**config.mk**
```make
export PLATFORM = sky130hd
export DESIGN_NAME = hazard_scoreboard_unit
export DESIGN_NICKNAME = d
export VERILOG_FILES = /design/src/rtl/hazard_scoreboard_unit.sv
export SDC_FILE = /design/constraint.sdc
export NUM_CORES = 1
export LEC_CHECK = 0
export CORE_AREA = 5 5 78 80
export DETAILED_ROUTE_END_ITERATION = 8
export DIE_AREA = 0 0 83 85
export PLACE_DENSITY_LB_ADDON = 0.2
export SYNTH_ARGS = -nofsm -noshare
export SYNTH_HDL_FRONTEND = slang
export SYNTH_SLANG_ARGS = --single-unit
```
**constraint.sdc**
```tcl
create_clock -name clk -period 1.7 [get_ports clk]
set_input_delay 0.34 -clock clk [delete_from_list [all_inputs] [get_ports clk]]
set_output_delay 0.34 -clock clk [all_outputs]
set_load 0.01 [all_outputs]
```
**src/rtl/hazard_scoreboard_unit.sv**
```systemverilog
// Operand forwarding, load-use and mul/div scoreboard hazard detection for the in-order pipeline.
// Forwarding and stall outputs are combinational; only the scoreboard and stall counter hold state.
module hazard_scoreboard_unit #(
    parameter int unsigned REG_ADDR_W = 5,
    parameter int unsigned NUM_SRC    = 2,
    parameter int unsigned MD_LATENCY = 4,
    parameter int unsigned CNT_W      = 16
) (
    input  logic                           clk,
    input  logic                           reset,
    input  logic [NUM_SRC*REG_ADDR_W-1:0]  id_src_addr,
    input  logic [NUM_SRC-1:0]             id_src_used,
    input  logic [NUM_SRC-1:0]             id_src_late,
    input  logic                           id_md_start,
    input  logic [REG_ADDR_W-1:0]          id_md_dst,
    input  logic [NUM_SRC*REG_ADDR_W-1:0]  ex_src_addr,
    input  logic                           ex_mem_read,
    input  logic [REG_ADDR_W-1:0]          ex_dst_addr,
    input  logic                           mem_reg_write,
    input  logic [REG_ADDR_W-1:0]          mem_dst_addr,
    input  logic                           mem_mem_write,
    input  logic [REG_ADDR_W-1:0]          mem_store_src,
    input  logic                           wb_reg_write,
    input  logic [REG_ADDR_W-1:0]          wb_dst_addr,
    input  logic                           wb_mem_read,
    output logic [NUM_SRC*2-1:0]           fwd_sel,
    output logic                           fwd_store,
    output logic                           stall,
    output logic                           md_busy,
    output logic [REG_ADDR_W-1:0]          md_dst_q,
    output logic [CNT_W-1:0]               stall_cycles
);

    localparam int unsigned MD_CNT_W = $clog2(MD_LATENCY + 1);

    logic [MD_CNT_W-1:0]    r_md_cnt;
    logic [REG_ADDR_W-1:0]  r_md_dst;
    logic [CNT_W-1:0]       r_stall_cnt;

    logic [NUM_SRC*2-1:0]   w_fwd_sel;
    logic                   w_fwd_store;
    logic                   w_load_use;
    logic                   w_md_dep;
    logic                   w_md_busy;
    logic                   w_stall;

    // Per-source hazard compare; register 0 is hard-wired and never matches.
    always_comb begin
        w_fwd_sel  = '0;
        w_load_use = 1'b0;
        w_md_dep   = 1'b0;
        for (int i = 0; i < NUM_SRC; i++) begin
            if (mem_reg_write && (mem_dst_addr != '0) &&
                (mem_dst_addr == ex_src_addr[i*REG_ADDR_W +: REG_ADDR_W])) begin
                w_fwd_sel[2*i +: 2] = 2'b10;
            end else if (wb_reg_write && (wb_dst_addr != '0) &&
                         (wb_dst_addr == ex_src_addr[i*REG_ADDR_W +: REG_ADDR_W])) begin
                w_fwd_sel[2*i +: 2] = 2'b01;
            end
            if (ex_mem_read && (ex_dst_addr != '0) && id_src_used[i] && !id_src_late[i] &&
                (id_src_addr[i*REG_ADDR_W +: REG_ADDR_W] == ex_dst_addr)) begin
                w_load_use = 1'b1;
            end
            if (id_src_used[i] && (r_md_dst != '0) &&
                (id_src_addr[i*REG_ADDR_W +: REG_ADDR_W] == r_md_dst)) begin
                w_md_dep = 1'b1;
            end
        end
    end

    assign w_md_busy   = (r_md_cnt != '0);
    assign w_fwd_store = wb_mem_read && mem_mem_write && (wb_dst_addr != '0) &&
                         (mem_store_src == wb_dst_addr);
    // A busy unit blocks both dependent readers and any new mul/div issue.
    assign w_stall     = reset && (w_load_use || (w_md_busy && (w_md_dep || id_md_start)));

    always_ff @(posedge clk) begin
        if (!reset) begin
            r_md_cnt    <= '0;
            r_md_dst    <= '0;
            r_stall_cnt <= '0;
        end else begin
            if (id_md_start && !w_stall) begin
                r_md_cnt <= MD_CNT_W'(MD_LATENCY);
                r_md_dst <= id_md_dst;
            end else if (w_md_busy) begin
                r_md_cnt <= r_md_cnt - MD_CNT_W'(1);
            end
            if (w_stall && (r_stall_cnt != '1)) begin
                r_stall_cnt <= r_stall_cnt + CNT_W'(1);
            end
        end
    end

    assign fwd_sel      = reset ? w_fwd_sel : '0;
    assign fwd_store    = reset && w_fwd_store;
    assign stall        = w_stall;
    assign md_busy      = w_md_busy;
    assign md_dst_q     = r_md_dst;
    assign stall_cycles = r_stall_cnt;

endmodule
```
Word-level counts from Yosys, hierarchy flattened. Cells that the tools add are included.

Muxes and demuxes: 11. Add/subtract/negate cells: 2. Bitwise gates (word level): 1. Reduce and logical (&&, ||, !) cells: 37. Equal/unequal tests: 10.

Operator list (count): == test 5 bit (9); logical AND 1 bit (25); nonzero test 5 bit (4); adder 16 x 1 -> 16 bit (second input constant) (1); != test 16 bit (second input constant) (1); 2-to-1 mux 1 bit (6); 2-to-1 mux 3 bit (2); 2-to-1 mux 2 bit (2); 2-to-1 mux 4 bit (1); zero test 1 bit (3); nonzero test 3 bit (1); subtractor 3 x 1 -> 3 bit (second input constant) (1); logical OR 1 bit (2); nonzero test 2 bit (1); OR reduction 2 bit (1); NOT 1 bit (1).

Word-level logic and storage cells: 65. Input port bits: 57. Output and inout port bits: 28. Flip-flop bits (word level): 24.

Depth between registers and ports, before layout.
Depth after elaboration: 12. Mapped depth: 8. Depth with buffers taken out: 7.

Least setup slack after synthesis. Ideal clock, no wire load.

Kind: reg-to-output. Start point: register r_md_dst[1] (netlist: md_dst_q[1]). End point: output port stall. Buffers on the path: 0. Stages on the path, launching flop included: 7. Data required time: 1.360 ns. Setup slack: -0.211 ns. Data arrival time: 1.571 ns. Cell sequence: dfxtp_1 or4_1 nor2_2 o31ai_1 nor2_2 o21ai_0 and2_1.

Longest elaborated chain between the ends: 9. Elaborated cells on any way between the ends: 13. Those cells by class: eq/ne (2); mux (2); reduce/logical (9).

RTL lines: start, declared (RTL line 37) `logic [REG_ADDR_W-1:0] r_md_dst;`; start signal, assigned (RTL line 85) `r_md_dst <= id_md_dst;`; nonzero test 5 bit (RTL line 64) `if (id_src_used[i] && (r_md_dst != '0) &&`; logical AND 1 bit (2 in series) (RTL line 64); 2-to-1 mux 1 bit (RTL line 64); 2-to-1 mux 1 bit * (RTL line 64); logical OR 1 bit * (RTL line 75) `assign w_stall = reset && (w_load_use || (w_md_busy && (w_md_dep || id_md_start)));`; logical AND 1 bit * (RTL line 75); logical OR 1 bit * (RTL line 75); logical AND 1 bit * (RTL line 75); end, declared (RTL line 28) `output logic stall,`.

Mark *: on every way between the ends. The rest lies on a longest branch, timed or not.

Final worst setup path.
Start point: register r_md_dst[4] (netlist: md_dst_q[4]). End point: output port stall.

The elaborated chain is that of the path after synthesis.

==> flow_metrics.py <==
metrics = {
    "cells_and_area": {
        "antennaDiodeCount": 0,
        "area_growth_pct": 112,
        "drive_gt1_share_pct": 50.3,
        "post-route-util_pct": 80.3,
        "nets": 501,
    },
    "hold_path": {
        "hp-class": "reg2reg",
        "min-delay-start": "r_md_cnt[0]$_SDFFE_PP0P_",
    },
    "detailed_routing": {
        "vias": 2668,
        "drt-vias-per-instance": 5.22,
        "wl_per_cell_um": 17.2,
        "drc": 0,
        "first_pass_iters": 5,
        "routed_wl_um": 8810,
        "drtIter0Drc": 137,
        "antenna_left": 0,
    },
    "yosys": {
        "avgSynthCellArea_um2": 7.99,
        "synth_area_um2": 2020,
        "synth_cell_types": 41,
        "ys_ff_latch": 24,
        "yosys_warnings": 0,
        "synthCells": 253,
        "ys_seq_area_share_pct": 23.8,
        "syn-num-nets": 314,
    },
    "global_route": {
        "track_usage_pct": 20.8,
        "grt_max_degree": 41,
        "grt_pass1_wl_um": 12300,
        "antenna_found_initial": 0,
        "grt_pass1_vias": 2605,
        "grt_overflow": 0,
    },
    "setup_path": {
        "crit_type": "reg2out",
        "crit_fanout": 4,
        "required_ps": 1360,
        "arrival_ps": 1970,
        "crit_path_end_kind": "output pin",
        "critPathLaunch": "md_dst_q[4]$_SDFFE_PN0P_",
        "worst-r2r-setup-slack_ps": -530,
        "rr_startpoint": "md_dst_q[4]$_SDFFE_PN0P_",
        "cp-start-kind": "flop",
    },
    "floorplanning": {
        "fp.dieW_um": 83,
        "rows": 27,
        "initial_core_util_pct": 37.9,
        "ios": 85,
        "core_um2": 5340,
        "die_area_um2": 7060,
        "dieHeight_um": 85,
    },
    "clock_network": {
        "cts_buffers": 3,
        "clock_path_buffers": 2,
        "clkTransAtPathRegs_ps": 110,
        "cts_tree": "built",
        "cts_root_buf": "clkbuf_8",
        "clock_latency_ps": 290,
        "htreeDepth": 1,
        "cts_num_sinks": 24,
    },
    "timing": {
        "fin_crit_ps": 2310,
        "worstMarginPinSlew_ps": 397,
        "final.period_utilization_pct": 136,
        "finalSetupViolations": 22,
        "slew_viol_final": 0,
        "rsz0062_at_grt": "yes",
        "skew_ps": 26.0,
        "worst_hold_slack_ps": 599,
        "max_slew_margin_pct": 73.2,
        "timing.final.ws_setup_ps": -611,
        "max_freq_ghz": 0.433,
        "hold_viol": 0,
    },
    "status": {
        "violations": "negative setup slack",
        "status": "finished, violations left",
    },
    "power_and_ir_drop": {
        "p_per_area_nw_per_um2": 761,
        "p_clk_share_pct": 16.1,
        "p_seq_share_pct": 22.1,
        "ir_worst_vdd_uv": 755,
        "internal_power_mw": 2.09,
        "p_sw_mw": 1.17,
        "p_comb_share_pct": 61.9,
        "sw_frac_of_total_pct": 36.0,
        "power_leakage_nw": 1.93,
    },
    "run": {
        "maxCapViolCount": 0,
    },
    "place": {
        "io_buffers": 84,
        "place_hpwl_um": 5230,
        "place.gp.congestion": 0.823,
        "dp_slack_ps": -1030,
    },
}
## flip-flops by register name (all words and copies together), names as in the netlist
signal        flops
md_dst_q          5
stall_cycles     16
r_md_cnt          3
## path summary, 6_finish.rpt
| path | to | depth (start not counted) |
|---|---|---|
| max reg2reg | stall_cycles[9]$_SDFFE_PN0P_ | 8 |
| min reg2reg | r_md_cnt[0]$_SDFFE_PP0P_ | 2 |
| min | r_md_cnt[0]$_SDFFE_PP0P_ | 2 |
| max | stall | 9 |
## power by group through the flow
stage	logic, mW	clock network (mW)	registers [mW]
2_1_floorplan	0.590	0	0.738
3_3_place_gp	1.28	0	0.706
3_5_place_dp	1.30	0	0.704
4_1_cts	1.70	0.520	0.710
5_1_grt	2.15	0.549	0.727
6_report	2.02	0.524	0.719
## cell usage after synthesis (all sizes together)
cell / n / area share, %
o31a: 1 / 0.43
clkbuf: 7 / 1.5
dfxtp: 24 / 24
nand3: 18 / 4.7
xor2: 10 / 4.3
nand3b: 2 / 0.74
inv: 10 / 1.9
a41o: 1 / 0.50
nand4: 7 / 2.2
nand2b: 12 / 3.7
o22ai: 2 / 0.62
nand4b: 1 / 0.43
a211oi: 3 / 1.4
o31ai: 1 / 0.37
o21ai: 6 / 1.5
a21boi: 1 / 0.37
a21oi: 12 / 4.5
o211ai: 3 / 1.1
a21o: 1 / 0.37
xnor2: 35 / 15
a221oi: 1 / 0.43
or4: 6 / 2.2
nor3: 12 / 3.0
nor4: 2 / 0.62
o311ai: 1 / 0.43
mux2i: 17 / 8.4
ha: 4 / 2.5
nand2: 32 / 5.9
o32ai: 2 / 0.87
a211o: 1 / 0.50
buf: 1 / 0.56
or3: 2 / 0.62
nor2: 5 / 1.2
o21a: 3 / 1.1
and3: 3 / 0.93
and2: 4 / 1.2
## layout by cell type, fill, tap and decap left out, drive strengths merged
cell,Yosys,routed
o32ai,2,2
nand2,32,32
dlygate4sd2,0,12
a21boi,1,1
inv,10,10
clkdlybuf4s50,0,26
o22ai,2,2
nor4,2,2
xor2,10,10
o21a,3,3
dfxtp,24,24
a21oi,12,12
and3,3,3
ha,4,4
nand3,18,18
mux2i,17,17
and2,4,4
nand4,7,7
a21o,1,1
a211o,1,2
nor2,5,5
o211ai,3,3
nand4b,1,1
clkbuf,7,8
or3,2,2
o31ai,1,1
a221oi,1,1
o31a,1,1
nor3,12,12
a211oi,3,3
buf,1,130
bufinv,0,1
dlymetal6s2s,0,16
o311ai,1,1
xnor2,35,35
nand3b,2,2
a41o,1,1
or4,6,6
o21ai,6,6
nand2b,12,12
## timing repair
| item | 4_1_cts | 5_1_grt |
|---|---|---|
| hold buffers | 0 | 0 |
| gates cloned | 1 | 0 |
| pin swaps | 48 | 52 |
| gates resized for setup | 186 | 82 |
| buffers inserted | 20 | 16 |
| endpoints found under the setup margin | 31 | 36 |
## critical path, cell delays in order, from the launching register on
cell	delay [ps]
dfxtp_4	360
buf_4	130
buf_6	110
xnor2_2	110
nand4_1	160
nor3_2	330
nor2_4	80
o21ai_2	180
and2_4	160
buf_6	90
## final cells by class
type                            count  area, µm²
Multi-Input combinational cell    212       1920
Timing Repair Buffer              189       1660
Fill cell                         340       1050
Sequential cell                    24        504
Tap cell                           72       90.1
Clock buffer                        3       41.3
Inverter                           10       40.0
Clock inverter                      1       30.0
## routing by layer
metal  vias up  track usage (%)  share of wire [%]  wire [µm]
li1       1274                -                  -          -
met5         -                0                  0          0
met4         0             5.50                4.3        378
met2       117             38.4                 51       4470
met1      1247             24.6                 38       3360
met3        30             4.17                6.8        603
## kinds of logic after synthesis
| family | share of synthesized area, % |
|---|---|
| and+or+nand+nor | 27.5 |
| xor gates and xnor gates | 19.5 |
| AOI/OAI and AO/OA | 14.4 |
| DFF | 23.8 |
| buffers and inverters | 3.90 |
| muxes | 8.42 |
| adders and majority gates | 2.48 |
## stage by stage
step                      cells  total power, mW  TNS [ps]  cell area, µm²
after floorplan             253             1.33     -1570            2050
after CTS                   502             2.92     -7210            4010
after detailed placement    479             2.01    -20360            3520
after global placement      479             1.98    -20150            3520
final                       511             3.26     -7680            4290
after global routing        511             3.42     -9440            4290
No activity file was read; power rests on OpenSTA's default activity.
